--- src/rtl/temp_averager.sv ---
// Temperature averager: 8-sample sliding-window mean plus running min/max,
// sampling c_data once every SAMPLE_DIV clock cycles.
module temp_averager #(
    parameter int unsigned SAMPLE_DIV = 10000000
) (
    input  logic       CLK100MHZ,
    input  logic       rst,
    input  logic [7:0] c_data,
    input  logic       clear,
    output logic [7:0] avg_data,
    output logic [7:0] min_data,
    output logic [7:0] max_data,
    output logic       avg_valid,
    output logic       sample_strobe,
    output logic [3:0] fill_count
);

    localparam int unsigned CW = 24;
    localparam logic [CW-1:0] TC = CW'(SAMPLE_DIV - 1);

    logic [CW-1:0] tick_cnt;
    logic [2:0]    wr_ptr;
    logic [10:0]   sum;
    logic [7:0]    sample_buf [8];

    logic          tick;
    logic          full;
    logic [7:0]    evicted;
    logic [10:0]   sum_next;
    logic [3:0]    fill_next;

    assign tick      = (tick_cnt == TC);
    assign full      = (fill_count == 4'd8);
    // Oldest sample leaves the window only once it is full
    assign evicted   = full ? sample_buf[wr_ptr] : 8'h00;
    assign sum_next  = sum + {3'b000, c_data} - {3'b000, evicted};
    assign fill_next = full ? 4'd8 : fill_count + 4'd1;

    always_ff @(posedge CLK100MHZ or posedge rst) begin
        if (rst) begin
            tick_cnt      <= '0;
            wr_ptr        <= '0;
            sum           <= '0;
            fill_count    <= '0;
            avg_data      <= 8'h00;
            avg_valid     <= 1'b0;
            min_data      <= 8'hFF;
            max_data      <= 8'h00;
            sample_strobe <= 1'b0;
        end else if (clear) begin
            tick_cnt      <= '0;
            wr_ptr        <= '0;
            sum           <= '0;
            fill_count    <= '0;
            avg_data      <= 8'h00;
            avg_valid     <= 1'b0;
            min_data      <= 8'hFF;
            max_data      <= 8'h00;
            sample_strobe <= 1'b0;
        end else begin
            tick_cnt      <= tick ? '0 : tick_cnt + CW'(1);
            sample_strobe <= tick;
            if (tick) begin
                wr_ptr     <= wr_ptr + 3'd1;
                sum        <= sum_next;
                fill_count <= fill_next;
                avg_valid  <= (fill_next == 4'd8);
                avg_data   <= (fill_next == 4'd8) ? sum_next[10:3] : 8'h00;
                if (fill_count == 4'd0) begin
                    min_data <= c_data;
                    max_data <= c_data;
                end else begin
                    if (c_data < min_data) min_data <= c_data;
                    if (c_data > max_data) max_data <= c_data;
                end
            end
        end
    end

    // Buffer needs no reset: slots are only read after being written
    always_ff @(posedge CLK100MHZ) begin
        if (tick && !clear) sample_buf[wr_ptr] <= c_data;
    end

endmodule
--- config.mk ---
export PLATFORM = sky130hd
export DESIGN_NAME = temp_averager
export DESIGN_NICKNAME = d
export VERILOG_FILES = /design/src/rtl/temp_averager.sv
export SDC_FILE = /design/constraint.sdc
export NUM_CORES = 1
export LEC_CHECK = 0
export CAP_MARGIN = 5
export CORE_MARGIN = 8
export CORE_UTILIZATION = 50
export DETAILED_ROUTE_END_ITERATION = 12
export PLACE_DENSITY = 0.71
export SETUP_SLACK_MARGIN = 0.2
export SLEW_MARGIN = 30
export SYNTH_ARGS = -nofsm -noshare
export SYNTH_HDL_FRONTEND = slang
export SYNTH_SLANG_ARGS = --single-unit
--- constraint.sdc ---
create_clock -name CLK100MHZ -period 10.65 [get_ports CLK100MHZ]
set_input_delay 1.5975 -clock CLK100MHZ [delete_from_list [all_inputs] [get_ports CLK100MHZ]]
set_output_delay 1.5975 -clock CLK100MHZ [all_outputs]
set_load 0.02 [all_outputs]
==> flow_metrics.py, run 1 <==
metrics = {
    "routing": {
        "drc_errors": 0,
        "vias": 4656,
        "wirelength_mm": 15.1,
        "avgViaCountPerCell": 5.74,
        "first_pass_iters": 5,
        "wl_per_cell_um": 18.6,
        "ant_nets": 0,
        "initialDrtViolationCount": 360,
    },
    "place": {
        "gp_congestion": 0.849,
        "place_area_sq_mm": 0.00724,
        "pre_cts_slack_ns": 5.67,
        "io_buffers": 40,
        "dp_hpwl_mm": 10.0,
    },
    "grt": {
        "antenna_found_initial": 0,
        "grt_overflow": 0,
        "grt_pass1_vias": 4872,
        "grt_pass1_wl_mm": 24.9,
        "grt_max_degree": 69,
        "grt.total_usage_pct": 18.0,
    },
    "critical_path": {
        "crit_top_cell": "inv_1",
        "critPathMaxStageDelay_ns": 0.77,
        "cp_slowest_cell": "clkdlybuf4s50_1",
        "cp.buffers_inverters": 3,
        "r2r-start": "wr_ptr[2]",
        "path_class": "input pin to flop",
        "cp_top_family": "compound AO/OA/AOI/OAI gates",
        "setup.worst_path.end": "sum[9]",
        "startpoint_type": "input pin",
        "worst-path-stages": 11,
        "path_cells": "clkdlybuf4s50_1 > inv_1 > fa_1 > inv_1 > ha_1 > and3_1 > a221o_1 > a41o_1 > a21oi_1 > xnor2_1 > a22o_1",
        "crit_fanout": 12,
        "cp.required_ns": 10.95,
        "reg2reg_depth": 12,
        "critPathLaunch": "c_data[4]",
        "reg2reg_slack_ns": 6.57,
        "timing.rr.end": "sum[9]",
        "cp.arrival_ns": 4.87,
        "end_kind": "flop",
    },
    "timing": {
        "finalMaxSlewViolations": 0,
        "final.setup.worst_slack_ns": 6.08,
        "skew_ns": 0.00891,
        "fin_hold_ws_ns": 0.489,
        "setup_viol": 0,
        "setup_tns_ns": 0,
        "hold_violations": 0,
        "finalCritPeriodShare_pct": 42.9,
        "period_minus_slack_ns": 4.57,
        "worst_pin_slew_ns": 0.906,
        "rsz0062_at_grt": "no",
        "max_freq_mhz": 219,
        "maxSlewHeadroom_pct": 39.2,
    },
    "logic_synthesis": {
        "ys_seq_elements": 132,
        "synth_seq_area_share_pct": 54.3,
        "synth-main-ff-cell": "edfxtp_1",
        "synthesis.area_sq_mm": 0.00669,
        "synth_area_leaders": "edfxtp_1, dfrtp_1, ha_1",
        "yosysWarnings": 0,
        "synth_nets": 631,
        "syn_area_per_cell_sq_um": 11.5,
        "async_flop_share_pct": 51.5,
        "synth.largest_area_cell": "edfxtp_1",
        "synth_top_area_share_pct": 28.7,
        "syn_inst": 582,
        "synth_edf_count": 64,
        "yosysUniqueCellTypes": 51,
    },
    "cts": {
        "clk_path_buf_depth": 2,
        "htree_levels": 4,
        "clock_latency_ns": 0.42,
        "clkSinkCount": 132,
        "cts_tree": "done",
        "cts-root-buf": "clkbuf_16",
        "cts_resized": 0,
        "cts_buffers": 17,
        "path_clk_slew_ns": 0.06,
        "hold_buffers": 0,
        "post_cts_buffers": 0,
    },
    "worst_hold_path": {
        "min_path_type": "flop to flop",
        "hp-start": "avg_valid",
    },
    "floorplan": {
        "start_util_pct": 50.9,
        "io_pins": 41,
        "die_h_um": 132,
        "die_x_um": 132,
        "coreArea_sq_mm": 0.0131,
        "fp-row-count": 42,
        "dieArea_sq_mm": 0.0173,
    },
    "layout": {
        "mostFrequentLayoutCell": "nor2_1",
        "diodes": 0,
        "final_cell_mix": "nor2_1, edfxtp_1, dfrtp_1, inv_1, clkdlybuf4s50_1",
        "multi_input_area_sq_mm": 0.00274,
        "regArea_sq_mm": 0.00363,
        "drive_gt1_share_pct": 10.6,
        "fin_area_sq_mm": 0.00785,
        "area_growth_pct": 17.3,
        "fillCellCount": 1093,
        "finish.net_count": 671,
    },
    "outcome": {
        "status": "finished clean",
    },
    "power": {
        "ir_drop_uv": 99.3,
        "p_per_area_mw_per_mm2": 149,
        "p_leak_nw": 3.12,
        "power.total_mw": 1.17,
    },
    "run": {
        "drv_cap": 0,
    },
}
layout make-up:
| cell class | instances | share of cell area [%] |
|---|---|---|
| clock inverters | 15 | 1.96 |
| well taps | 176 | 2.81 |
| multi-input cells | 369 | 35.0 |
| clock buffers | 17 | 5.42 |
| inverters | 57 | 2.73 |
| repair buffers | 45 | 5.83 |
| flip-flops and latches | 132 | 46.3 |
cells by family (layout without fill, tap and decap cells):
family	after synthesis	after routing	share of synthesized area (%)
muxes	26	26	6.14
and+or+nand+nor	179	179	12.7
xor gates and xnor gates	36	36	4.71
DFF	132	132	54.3
adders and majority gates	38	38	8.01
buffers and inverters	81	134	4.79
AOI/OAI and AO/OA	90	90	9.33
synth_stat cells (2+ instances only):
master	n
a41o_1	2
a31oi_1	11
buf_1	3
a22o_1	11
fa_1	8
o31ai_1	10
nand2_1	37
inv_1	57
a21o_1	6
o22ai_1	2
mux4_2	12
mux2i_1	14
and3_1	8
xnor2_1	19
xor2_1	17
nor2b_1	4
ha_1	30
clkbuf_1	13
a211oi_1	4
nand2b_1	6
o21ai_0	6
nand3_1	24
dfrtp_1	60
o21a_1	4
nor3_1	10
or3_1	2
buf_2	7
nor3_2	2
a21oi_1	23
dfstp_2	8
and4_1	2
nand4_1	8
a2111oi_0	2
edfxtp_1	64
or3_4	2
a211o_1	2
nor4_1	2
nor2_1	67
worst register-to-register path: cells and delay by family (launching register included):
kind | cells | cell delay [ns]
xor gates and xnor gates | 1 | 0.13
buffers and inverters | 1 | 0.04
muxes | 2 | 0.72
and+or+nand+nor | 2 | 0.27
AOI/OAI and AO/OA | 4 | 1.01
DFF | 1 | 0.93
adders and majority gates | 2 | 0.86
per-stage QoR:
step	std cells	utilization, %
2_1_floorplan	582	-
3_3_place_gp	778	55.1
3_5_place_dp	778	55.1
4_1_cts	810	59.5
5_1_grt	811	59.7
6_report	811	59.7
where the power goes:
group | switching (mW) | leakage (nW) | internal [mW]
Clock | 0.227 | 0.268 | 0.345
Sequential | 0.00117 | 1.50 | 0.537
Combinational | 0.0393 | 1.35 | 0.0218
Total | 0.268 | 3.12 | 0.903
metal layers:
metal	routed length [um]	GRT usage [%]
met5	0	0
met3	782	4.84
met4	316	8.04
met1	6550	22.2
met2	7410	29.3
sequential cells by signal, summed over array words and instances, names as in the netlist:
signal	flops
sample_buf	64
tick_cnt	24
sum	11
avg_data	8
max_data	8
min_data	8
fill_count	4
wr_ptr	3
avg_valid	1
sample_strobe	1
how the worst min path moves through the flow:
stage                              to  slack [ns]  depth (start not counted)
final                       avg_valid        0.49                          2
after CTS                 avg_data[7]        0.49                          2
after global routing      avg_data[5]        0.51                          2
after detailed placement    avg_valid        0.47                          2
after global placement      avg_valid        0.47                          2
after floorplan           tick_cnt[0]        0.47                          1
Power figures use the tool's default switching activity.
==> run 2: changes to the inputs <==
clock period = 4.3 ns   (was 10.65 ns; I/O delays follow)
==> flow_metrics.py, run 2 (same netlist as run 1, synthesis figures left out) <==
metrics = {
    "run": {
        "drv_cap": 0,
    },
    "power": {
        "p_leak_nw": 3.15,
        "ir_drop_uv": 278,
        "p_per_area_mw_per_mm2": 363,
    },
    "floorplan": {
        "start_util_pct": 50.9,
        "fp-row-count": 42,
        "dieArea_sq_mm": 0.0173,
        "die_h_um": 132,
        "coreArea_sq_mm": 0.0131,
        "die_x_um": 132,
        "io_pins": 41,
    },
    "critical_path": {
        "startpoint_type": "flop",
        "path_class": "flop to flop",
        "crit_fanout": 14,
        "cp.arrival_ns": 4.11,
        "cp.required_ns": 4.64,
        "cp_top_family": "compound AO/OA/AOI/OAI gates",
        "end_kind": "flop",
        "cp.buffers_inverters": 1,
        "critPathMaxStageDelay_ns": 0.59,
        "path_cells": "mux4_2 > mux2i_1 > nor2_1 > fa_1 > inv_1 > ha_1 > and3_1 > a221o_1 > o41ai_1 > xnor2_1 > nand2_1 > a21oi_1",
        "cp_slowest_cell": "dfrtp_4",
    },
    "cts": {
        "cts_tree": "done",
        "path_clk_slew_ns": 0.06,
        "hold_buffers": 0,
        "cts_buffers": 17,
        "cts-root-buf": "clkbuf_16",
        "post_cts_buffers": 0,
        "clock_latency_ns": 0.42,
        "clk_path_buf_depth": 2,
        "clkSinkCount": 132,
        "htree_levels": 4,
    },
    "place": {
        "gp_congestion": 0.861,
        "dpl.cell_count": 792,
        "dp_hpwl_mm": 10.9,
        "io_buffers": 40,
        "place_area_sq_mm": 0.00734,
    },
    "layout": {
        "diodes": 0,
        "largest_reg_flops": 64,
        "multi_input_area_sq_mm": 0.00274,
        "area_growth_pct": 18.3,
        "finish.net_count": 684,
        "stdcell_count": 824,
        "fillCellCount": 1056,
        "final_cell_mix": "nor2_1, edfxtp_1, dfrtp_1, inv_1, clkdlybuf4s50_1",
        "fin_area_sq_mm": 0.00791,
        "regArea_sq_mm": 0.00364,
        "top_regs": "sample_buf x64, tick_cnt x24, sum x11",
        "drive_gt1_share_pct": 12.0,
        "top_register": "sample_buf",
        "mostFrequentLayoutCell": "nor2_1",
    },
    "grt": {
        "grt.total_usage_pct": 18.6,
        "grt_max_degree": 39,
        "grt_pass1_vias": 4739,
        "grt_overflow": 0,
        "antenna_found_initial": 0,
        "grt_pass1_wl_mm": 25.3,
    },
    "routing": {
        "drc_errors": 0,
        "wirelength_mm": 15.7,
        "initialDrtViolationCount": 368,
        "first_pass_iters": 4,
        "wl_per_cell_um": 19.0,
        "avgViaCountPerCell": 5.67,
        "vias": 4670,
        "ant_nets": 0,
    },
    "timing": {
        "rsz0062_at_grt": "no",
        "setup_tns_ns": 0,
        "finalCritPeriodShare_pct": 87.6,
        "setup_viol": 0,
        "finalMaxSlewViolations": 0,
        "max_freq_mhz": 265,
        "hold_violations": 0,
        "period_minus_slack_ns": 3.77,
        "maxSlewHeadroom_pct": 36.5,
        "worst_pin_slew_ns": 0.949,
        "skew_ns": 0.00822,
    },
    "outcome": {
        "status": "finished clean",
    },
    "worst_hold_path": {
        "min_path_type": "flop to flop",
    },
}
==> run 2: routing by layer <==
layer / part of all wire, % / vias up / GRT usage, %
li1: - / 2174 / -
met1: 45 / 2349 / 23.7
met2: 48 / 117 / 29.8
met3: 4.8 / 30 / 4.54
met4: 2.4 / 0 / 7.59
met5: 0 / - / 0
==> run 2: power by group <==
| part | switching, mW | internal [mW] | leakage, nW |
|---|---|---|---|
| combinational | 0.101 | 0.0561 | 1.41 |
| clock | 0.537 | 0.845 | 0.255 |
| sequential | 0.00298 | 1.33 | 1.49 |
==> run 2: what timing repair did <==
item                       CTS  global route
gates resized for setup      1             2
pin swaps                    0             0
setup endpoints to repair    2             3
==> run 2: final timing paths <==
| kind | startpoint | to | slack [ns] | depth (start not counted) |
|---|---|---|---|---|
| max in group asynchronous | rst | max_data[6] | 2.68 | 3 |
| min in group asynchronous | rst | avg_data[7] | 0.66 | 2 |
| min reg2reg | avg_valid | avg_valid | 0.49 | 2 |
| max | wr_ptr[0] | sum[7] | 0.53 | 12 |
| max reg2reg | wr_ptr[0] | sum[7] | 0.53 | 12 |
| min | avg_valid | avg_valid | 0.49 | 2 |
==> run 2: per-stage QoR <==
stage	power, mW	util, %	hold slack, ns	setup slack (ns)
global route	2.95	60.2	0.528	0.270
CTS	2.89	60.2	0.493	0.415
global placement	1.51	55.9	0.470	0.321
floorplan	1.45	-	0.469	0.458
detailed placement	1.51	55.9	0.471	0.242
finish	2.87	60.2	0.490	0.532
==> run 2: cell type report <==
class / instances / share of cell area [%]
flip-flops and latches: 132 / 46.0
multi-input cells: 369 / 34.6
clock inverters: 14 / 1.74
clock buffers: 18 / 5.42
inverters: 57 / 2.70
well taps: 176 / 2.78
repair buffers: 58 / 6.77
==> run 2: worst reg2reg max path, stage by stage (launching register included) <==
cell     delay, ns
dfrtp_4       0.59
mux4_2        0.54
mux2i_1       0.20
nor2_1        0.08
fa_1          0.50
inv_1         0.05
ha_1          0.32
and3_1        0.20
a221o_1       0.37
o41ai_1       0.40
xnor2_1       0.22
nand2_1       0.10
a21oi_1       0.13
